### src/rtl/uart_pkg.sv
// rtl/uart_pkg.sv - shared encodings and constants for the UART receive path
package uart_pkg;

   typedef enum logic {
      IDLE = 1'b0,
      ACK  = 1'b1
   } ack_state_e;

   localparam int UART_FRAME_BITS = 10;

   localparam int IRQ_LVL = 0;
   localparam int IRQ_TO  = 1;
   localparam int IRQ_OVR = 2;

endpackage

### src/rtl/sync_fifo.sv
// rtl/sync_fifo.sv - first-word-fall-through synchronous FIFO with occupancy counter
module sync_fifo #(
   parameter  int DEPTH = 16,
   parameter  int WIDTH = 8,
   localparam int AW    = $clog2(DEPTH),
   localparam int LW    = AW + 1
) (
   input  logic             clk_i,
   input  logic             reset_i,
   input  logic             wr_en_i,
   input  logic [WIDTH-1:0] wr_data_i,
   input  logic             rd_en_i,
   output logic [WIDTH-1:0] rd_data_o,
   output logic             empty_o,
   output logic             full_o,
   output logic [LW-1:0]    level_o,
   output logic             wr_acc_o,
   output logic             rd_acc_o
);

   localparam logic [LW-1:0] FULL_LVL = LW'(DEPTH);

   logic [WIDTH-1:0] mem_q [DEPTH];
   logic [AW-1:0]    wptr_q, wptr_d;
   logic [AW-1:0]    rptr_q, rptr_d;
   logic [LW-1:0]    level_q, level_d;
   logic             push, pop;

   assign empty_o   = (level_q == '0);
   assign full_o    = (level_q == FULL_LVL);
   assign level_o   = level_q;
   assign rd_data_o = mem_q[rptr_q];

   // A full FIFO still accepts a write when the same cycle frees a slot.
   assign pop      = rd_en_i && !empty_o;
   assign push     = wr_en_i && (!full_o || pop);
   assign wr_acc_o = push;
   assign rd_acc_o = pop;

   always_comb begin
      wptr_d  = wptr_q;
      rptr_d  = rptr_q;
      level_d = level_q;
      if (push) wptr_d = wptr_q + AW'(1);
      if (pop)  rptr_d = rptr_q + AW'(1);
      case ({push, pop})
         2'b10:   level_d = level_q + LW'(1);
         2'b01:   level_d = level_q - LW'(1);
         default: level_d = level_q;
      endcase
   end

   always_ff @(posedge clk_i) begin
      if (reset_i) begin
         wptr_q  <= '0;
         rptr_q  <= '0;
         level_q <= '0;
      end else begin
         wptr_q  <= wptr_d;
         rptr_q  <= rptr_d;
         level_q <= level_d;
      end
   end

   always_ff @(posedge clk_i) begin
      if (push) mem_q[wptr_q] <= wr_data_i;
   end

endmodule

### src/rtl/uart_rx_ctrl.sv
// rtl/uart_rx_ctrl.sv - drains receiver bytes into a FIFO; overrun, timeout and irq tracking
module uart_rx_ctrl
   import uart_pkg::*;
#(
   parameter  int DEPTH        = 16,
   parameter  int TIMEOUT_CLKS = 34720,
   localparam int LW           = $clog2(DEPTH) + 1
) (
   input  logic          clk,
   input  logic          reset,
   input  logic [7:0]    rx_data,
   input  logic          rx_valid,
   output logic          rx_read,
   input  logic          rd_en,
   output logic [7:0]    rd_data,
   output logic          empty,
   output logic          full,
   output logic [LW-1:0] level,
   input  logic [LW-1:0] thresh,
   input  logic [2:0]    irq_en,
   input  logic          ovr_clr,
   output logic          overrun,
   output logic          timeout,
   output logic          irq
);

   localparam int            TW     = $clog2(TIMEOUT_CLKS + 1);
   localparam logic [TW-1:0] TO_MAX = TW'(TIMEOUT_CLKS);

   ack_state_e    state_q, state_d;
   logic          rx_read_q, rx_read_d;
   logic          overrun_q, overrun_d;
   logic          irq_q, irq_d;
   logic [TW-1:0] to_cnt_q, to_cnt_d;
   logic          push_req;
   logic          wr_acc, rd_acc;

   sync_fifo #(
      .DEPTH (DEPTH),
      .WIDTH (8)
   ) u_fifo (
      .clk_i     (clk),
      .reset_i   (reset),
      .wr_en_i   (push_req),
      .wr_data_i (rx_data),
      .rd_en_i   (rd_en),
      .rd_data_o (rd_data),
      .empty_o   (empty),
      .full_o    (full),
      .level_o   (level),
      .wr_acc_o  (wr_acc),
      .rd_acc_o  (rd_acc)
   );

   // The ACK cycle covers the receiver still holding rx_valid for the byte just taken.
   always_comb begin
      state_d   = state_q;
      rx_read_d = 1'b0;
      push_req  = 1'b0;
      case (state_q)
         IDLE: begin
            if (rx_valid) begin
               push_req  = 1'b1;
               rx_read_d = 1'b1;
               state_d   = ACK;
            end
         end
         ACK:     state_d = IDLE;
         default: state_d = IDLE;
      endcase
   end

   always_comb begin
      overrun_d = overrun_q;
      if (push_req && !wr_acc) overrun_d = 1'b1;
      else if (ovr_clr)        overrun_d = 1'b0;
   end

   always_comb begin
      to_cnt_d = to_cnt_q;
      if (wr_acc || rd_acc || empty) to_cnt_d = '0;
      else if (to_cnt_q != TO_MAX)   to_cnt_d = to_cnt_q + TW'(1);
   end

   assign timeout = (to_cnt_q == TO_MAX) && !empty;

   always_comb begin
      irq_d = (irq_en[IRQ_LVL] && (thresh != '0) && (level >= thresh))
            || (irq_en[IRQ_TO]  && timeout)
            || (irq_en[IRQ_OVR] && overrun_q);
   end

   always_ff @(posedge clk) begin
      if (reset) begin
         state_q   <= IDLE;
         rx_read_q <= 1'b0;
         overrun_q <= 1'b0;
         irq_q     <= 1'b0;
         to_cnt_q  <= '0;
      end else begin
         state_q   <= state_d;
         rx_read_q <= rx_read_d;
         overrun_q <= overrun_d;
         irq_q     <= irq_d;
         to_cnt_q  <= to_cnt_d;
      end
   end

   assign rx_read = rx_read_q;
   assign overrun = overrun_q;
   assign irq     = irq_q;

endmodule
### config.mk
export PLATFORM = sky130hd
export DESIGN_NAME = uart_rx_ctrl
export DESIGN_NICKNAME = d
export VERILOG_FILES = /design/src/rtl/uart_pkg.sv /design/src/rtl/sync_fifo.sv /design/src/rtl/uart_rx_ctrl.sv
export SDC_FILE = /design/constraint.sdc
export NUM_CORES = 1
export LEC_CHECK = 0
export CAP_MARGIN = 15
export CELL_PAD_IN_SITES_DETAIL_PLACEMENT = 0
export CELL_PAD_IN_SITES_GLOBAL_PLACEMENT = 1
export CORE_MARGIN = 2
export CORE_UTILIZATION = 50
export DETAILED_ROUTE_END_ITERATION = 12
export PLACE_DENSITY = 0.8
export SYNTH_ARGS = -nofsm -noshare
export SYNTH_HDL_FRONTEND = slang
export SYNTH_SLANG_ARGS = --single-unit
### constraint.sdc
create_clock -name clk -period 7.2 [get_ports clk]
set_clock_uncertainty 0.15 [all_clocks]
set_input_delay 2.16 -clock clk [delete_from_list [all_inputs] [get_ports clk]]
set_output_delay 2.16 -clock clk [all_outputs]
set_load 0.005 [all_outputs]
Word level (Yosys, flattened, before mapping):

Memory sizes are Yosys's and may differ from the RTL's. A register that Yosys moved wholly into a read port is not among the register bits.
Cells that the tools add are included.

* register bits: 33
* memory bits (writable): 128
* output and inout port bits: 19
* ROM bits: 0
* input bits: 21
* latch bits: 0
* memories kept: 1

* reductions and logical operators: 21
* bitwise operators: 1
* divide/modulo/power cells: 0
* $mul: 0
* $lt $le $gt $ge: 1
* multiplexer cells: 10
* shift-type cells: 0
* $add $sub $neg: 5
* equality and inequality tests: 5

Memories
* u_fifo.mem_q: words 16, width 8, rd ports 1, clocked after Yosys merged registers in 1, wr ports 1, RTL line sync_fifo.sv:23 `logic [WIDTH-1:0] mem_q [DEPTH];`

Operators by type and width (number)
* 16-bit by 1-bit adder with 16-bit output (second input constant): 1
* 16-bit == test (second input constant): 1
* 16-bit != test (second input constant): 1
* 5-bit one-hot mux with 2 select lines: 1
* 4-bit by 1-bit adder with 4-bit output (second input constant): 2
* 1-bit logical AND: 8
* 4-bit 2-to-1 mux: 2
* 1-bit 2-to-1 mux: 6
* 5-bit by 1-bit adder with 5-bit output (second input constant): 1
* 5-bit == test (second input constant): 1
* 5-bit >= comparator: 1
* 5-bit zero test: 1
* 1-bit logical OR: 5
* 5-bit nonzero test: 1
* 5-bit by 1-bit subtractor with 5-bit output (second input constant): 1
* 2-bit nonzero test: 2
* 1-bit zero test: 3
* 2-bit by 1-bit == test with 1-bit output (second input constant): 1
* 2-bit == test (second input constant): 1
* 1-bit one-hot mux with 2 select lines: 1
* 2-bit OR reduction: 1
* 1-bit NOT: 1

Logic depth before layout (Yosys ltp):

Gate-level depths: netlist of the first run.

* depth in word-level cells: 8
* mapped depth: 13
* mapped depth without buffers: 10

Cells and area by module:

A second synthesis of the first run with hierarchy kept.

* cells, all modules: 452
* area, all modules: 6889.1 µm²

Modules (own cells, without submodules)
* sync_fifo: seq. area each 4184.0 µm², area an instance 5874.4 µm², times used 1, cells an instance 331
* uart_rx_ctrl: seq. area each 380.4 µm², area an instance 1014.7 µm², times used 1, cells an instance 121

Least setup slack after synthesis of the first run:

Ideal clock, no wire load.

* path type: input -> register
* start point: input rx_valid
* end point: register u_fifo.level_q[4] (netlist: u_fifo.level_o[4])
* arrival time: 4222 ps
* path buffers: 1
* slack: 2763 ps
* stages on the path: 11
* data required time: 6985 ps
* library setup time: 65 ps
* path through: nand2b_1 -> a31oi_2 -> inv_1 -> ha_1 -> clkbuf_1 -> xor2_1 -> ha_1 -> o21ai_0 -> or3_1 -> a2111oi_0 -> nand4b_1

* cells in the longest elaborated chain, start to end: 5

RTL lines
* start, declared: RTL line uart_rx_ctrl.sv:12 `input logic rx_valid,`
* 1-bit 2-to-1 mux (*): RTL line uart_rx_ctrl.sv:62 `if (rx_valid) begin`
* 1-bit 2-to-1 mux (*)
* 1-bit logical AND (*): RTL line sync_fifo.sv:36 `assign push = wr_en_i && (!full_o || pop);`
* 2-bit by 1-bit == test with 1-bit output or 2-bit == test (tied branches): RTL line sync_fifo.sv:46 `case ({push, pop})`
* 5-bit one-hot mux with 2 select lines or 2-bit nonzero test (tied branches)
* end signal, assigned: RTL line sync_fifo.sv:61 `level_q <= level_d;`
* end, declared: RTL line sync_fifo.sv:26 `logic [LW-1:0] level_q, level_d;`

Mark *: on every way between the ends. The rest lies on a longest branch, timed or not.
A chain may end at the register's enable or synchronous reset.

==> out/metrics.yaml, run 1 <==
clock_latency_ns: 0.42
cts.sinks: 164
r2r-start: "u_fifo.level_o[1]"
root_buffer: "clkbuf_16"
cts_hold_buf: 0
die_x_um: 121
cp_slowest_stage_delay_ns: 0.58
rsz0062_at_grt: "false"
clk_pin_slew_ns: 0.06
start_util: 0.516
synth_area_leaders: "edfxtp_1 (56%), dfxtp_1 (10%), mux4_2 (10%)"
yosysWarnings: 0
ios: 40
fin_util: 0.606
crit_chain: "buf_4 > mux4_2 > a22oi_1 > nand2_1 > clkdlybuf4s50_1"
finalSetupTns_ns: 0
layout.cells.non_filler: 680
cts_tree: "yes"
syn_inst: 446
ys_types: 53
hold_start: "to_cnt_q[15]"
coreArea_mm2: 0.0133
num_rows: 42
cp-start-kind: "flip-flop"
wirelength_um: 13700
power.static_leakage_nw: 2.67
whs_path_depth: 2
grt_pass1_vias: 4025
vias_per_cell: 5.80
required_ns: 4.89
antenna_found_initial: 0
drc: 0
ys_seq_area_frac: 0.663
hold_viol: 0
max_slew.worst_pin.slew_ns: 0.915
crit_path_end_kind: "output pin"
ctsLongestPathBuffers: 2
dpl.cell_count: 647
hold_path_end: "to_cnt_q[15]"
synth_edf_count: 128
drive_gt1_frac: 0.151
vdd_drop_max_mv: 0.185
syn-num-nets: 484
portBuffers: 39
n_antenna_cell: 0
place_congestion: 0.795
htree_levels: 4
async_flop_share: 0
synth_top_area_frac: 0.558
power.total_mw: 2.60
grt_start_max_net_pins: 33
grt.total_usage: 0.197
yosys-top-cells-count: "edfxtp_1 (128), nor2_1 (41), dfxtp_1 (36)"
wl_per_cell_um: 20.2
path_max_fanout: 32
rr_endpoint: "u_fifo.level_o[4]"
synth_seq_cells: 164
setup_violations: 0
synth.most_common_cell: "edfxtp_1"
finalCritPeriodShare: 0.700
slowest_stage: "mux4_2"
avgSynthCellArea_um2: 15.4
synth_top_flop_cell: "edfxtp_1"
drt_pre_antenna_iters: 4
path_class: "flip-flop to output pin"
die_area_mm2: 0.0147
hold_class: "flip-flop to flip-flop"
outcome: "finished, final reports clean"
reg2regPathDepth: 10
arrival_ns: 2.73
period_minus_slack_ns: 5.04
cts-resized-gates: 0
cts_inserted_buffers: 17
post_cts_buffers: 0
syn2layout_area_growth_pct: 17.4
clock.fmax_mhz: 198
syn_area_mm2: 0.00689
finalMaxSlewViolations: 0
slew_headroom: 0.388
drt-initial-drc-count: 324
drv_cap: 0
overflow: 0
fill_cells: 1036
powerDensity_mw_per_mm2: 322
fin_nets: 529
die_y_um: 121
yosysTopAreaCell: "edfxtp_1"
via_count: 3941
ant_nets: 0
rrSetupSlack_ns: 3.91
dp_hpwl_um: 8830
grt_pass1_wl_um: 21100
whs_ns: 0.322
[cell families after synthesis]
kind of cell / Yosys count / synth area share
buf+inv: 42 / 0.0263
simple gates: 120 / 0.0915
compound gates: 48 / 0.0539
fa+ha+maj: 17 / 0.0309
flops: 164 / 0.663
mux: 37 / 0.112
xor+xnor: 18 / 0.0229
[layer usage]
layer	vias to the layer above	wire [um]	global-route usage
li1	1814	-	-
met1	2007	5990	0.257
met2	104	6870	0.329
met3	16	657	0.0446
met4	0	203	0.0682
met5	-	0	0
[critical path, delay by kind of cell (launching register included)]
| family | cells | cell delay [ns] |
|---|---|---|
| compound gates | 1 | 0.28 |
| flops | 1 | 0.31 |
| mux | 1 | 0.58 |
| simple gates | 1 | 0.13 |
| buf+inv | 2 | 0.98 |
[cells in the final DEF, fill, tap and decap left out, types with 16 or more instances in the layout]
| cell | instances |
|---|---|
| nor2_1 | 41 |
| dfxtp_1 | 35 |
| a22oi_1 | 16 |
| inv_1 | 23 |
| mux4_2 | 32 |
| clkbuf_16 | 17 |
| edfxtp_1 | 128 |
| nand2_1 | 18 |
| ha_1 | 17 |
| clkdlybuf4s50_1 | 39 |
[state kept, by name (all words and copies together), names as in the netlist, named ones only]
name / flops
to_cnt_q: 16
u_fifo.wptr_q: 4
overrun: 1
u_fifo.level_o: 5
u_fifo.mem_q: 128
irq: 1
state_q: 1
u_fifo.rptr_q: 4
[metrics by stage]
| stage | worst slack (ns) | cell area [um^2] |
|---|---|---|
| 6_report | 2.16 | 8090 |
| 4_1_cts | 2.09 | 8080 |
| 2_1_floorplan | 2.76 | 6890 |
| 3_5_place_dp | 1.92 | 7440 |
| 3_3_place_gp | 2.03 | 7440 |
| 5_1_grt | 2.00 | 8090 |
[area by class of cell]
class	instances	area, um^2	area share
Clock buffer	18	429	0.0531
Clock inverter	14	209	0.0258
Inverter	23	86.3	0.0107
Multi-Input combinational cell	240	2140	0.265
Sequential cell	164	4570	0.565
Tap cell	176	220	0.0272
Timing Repair Buffer	45	433	0.0535
[worst max-delay path by stage]
stage / end / slack (ns) / cells past startpoint
global placement: u_fifo.level_o[4] / 2.03 / 10
CTS: rd_data[0] / 2.09 / 5
global route: rd_data[0] / 2.00 / 5
floorplan: u_fifo.level_o[4] / 2.76 / 11
finish: rd_data[0] / 2.16 / 5
detailed placement: u_fifo.level_o[4] / 1.92 / 10
[report_power, final]
part / internal, mW / leakage, nW / switching (mW)
Sequential: 1.06 / 1.45 / 0.0483
Combinational: 0.264 / 0.920 / 0.271
Clock: 0.613 / 0.307 / 0.351
(Power assumes the default switching activity.)
==> inputs of run 2 (changes only) <==
==> constraint.sdc (replaced) <==
create_clock -name clk -period 4.8 [get_ports clk]
set_clock_uncertainty 0.15 [all_clocks]
set_input_delay 1.44 -clock clk [delete_from_list [all_inputs] [get_ports clk]]
set_output_delay 1.44 -clock clk [all_outputs]
set_load 0.005 [all_outputs]
==> out/metrics.yaml, run 2 (synthesized netlist as in run 1, its figures left out) <==
fin_util: 0.601  # -0.00497
cts.sinks: 164  # unchanged
overflow: 0  # unchanged
top_register: "u_fifo.mem_q"
path_max_fanout: 13  # -59%
largest_reg_flops: 128  # unchanged
fill_cells: 1025  # -1.1%
max_slew.worst_pin.slew_ns: 0.853  # -0.0618 ns
powerDensity_mw_per_mm2: 464  # +44%
cts_inserted_buffers: 17  # unchanged
cts_tree: "yes"
clk_pin_slew_ns: 0.06  # about the same
cts-resized-gates: 0  # unchanged
dp_hpwl_um: 8860  # +0.39%
fin_nets: 531  # +0.38%
clock.fmax_mhz: 231
rsz0062_at_grt: "false"
die_x_um: 121  # unchanged
syn2layout_area_growth_pct: 16.4
whs_ns: 0.340  # +0.0181 ns
setup_violations: 0  # unchanged
grt_pass1_wl_um: 21500  # +2.1%
via_count: 3907  # -0.86%
vias_per_cell: 5.74  # -1.0%
place_ws_ns: 0.469  # -1.45 ns
die_area_mm2: 0.0147  # unchanged
vdd_drop_max_mv: 0.289  # +56%
reg2regPathDepth: 9  # -1
drc: 0  # unchanged
grt_start_max_net_pins: 33  # unchanged
whs_path_depth: 2  # unchanged
die_y_um: 121  # unchanged
fin_ws_ns: 0.474  # -1.69 ns
ctsLongestPathBuffers: 2  # unchanged
power.static_leakage_nw: 2.64  # -1.1%
final_cell_mix: "edfxtp_1 (128), nor2_1 (41), clkdlybuf4s50_1 (39)"
finalCritPeriodShare: 0.901
clock_latency_ns: 0.42  # about the same
cts_hold_buf: 0  # unchanged
post_cts_buffers: 0  # unchanged
finalSetupTns_ns: 0  # unchanged
drive_gt1_frac: 0.156  # +0.00564
cp-start-kind: "flip-flop"
htree_levels: 4  # unchanged
coreArea_mm2: 0.0133  # unchanged
grt_pass1_vias: 4058  # +0.82%
wirelength_um: 13700  # -0.27%
finalMaxSlewViolations: 0  # unchanged
n_antenna_cell: 0  # unchanged
required_ns: 3.21  # -1.68 ns
dpl.cell_count: 650  # +0.46%
wl_per_cell_um: 20.1  # -0.42%
final_common_cell: "edfxtp_1"
drv_cap: 0  # unchanged
ant_nets: 0  # unchanged
antenna_found_initial: 0  # unchanged
arrival_ns: 2.74  # about the same
period_minus_slack_ns: 4.33
dpl_cell_area_mm2: 0.00748  # +0.47%
ios: 40  # unchanged
start_util: 0.516  # unchanged
final_area_mm2: 0.00802  # -0.82%
power.total_mw: 3.72  # +43%
hold_viol: 0  # unchanged
place_congestion: 0.756  # -4.9%
root_buffer: "clkbuf_16"
layout.cells.non_filler: 681  # +0.15%
path_class: "flip-flop to output pin"
outcome: "finished, final reports clean"
slew_headroom: 0.429  # +0.0414
drt_pre_antenna_iters: 4  # unchanged
drt-initial-drc-count: 263  # -19%
grt.total_usage: 0.200  # +0.00260
portBuffers: 39  # unchanged
num_rows: 42  # unchanged
hold_class: "flip-flop to flip-flop"
crit_path_end_kind: "output pin"
==> run 2: power breakdown <==
group	switching (mW)	internal [mW]
clock network	0.537	0.710
registers	0.0907	1.59
logic	0.389	0.409
==> run 2: layer usage <==
metal	up-vias	wire, um	track usage
met3	26	788	0.0475
met4	0	288	0.0941
met5	-	0	0
li1	1816	-	-
met1	1946	5790	0.250
met2	119	6820	0.330
==> run 2: critical path: stages, from the launching register on <==
cell             delay [ns]
dfxtp_2                0.65
buf_4                  0.29
mux4_2                 0.54
a22oi_1                0.26
nand2_1                0.11
clkdlybuf4s50_1        0.45
==> run 2: layout make-up <==
class,instances,area (um^2),area share
Tap cell,176,220,0.0275
Clock buffer,19,433,0.0540
Sequential cell,164,4570,0.569
Timing Repair Buffer,47,463,0.0577
Inverter,23,86.3,0.0108
Clock inverter,12,109,0.0136
Multi-Input combinational cell,240,2140,0.267
==> run 2: worst paths after layout <==
check | startpoint | to | slack [ns]
worst max-delay path | flip-flop | rd_data[3] | 0.47
worst min-delay path | to_cnt_q[15] | to_cnt_q[15] | 0.34
worst max register to register | u_fifo.level_o[1] | u_fifo.level_o[4] | 1.51
worst min register to register | to_cnt_q[15] | to_cnt_q[15] | 0.34
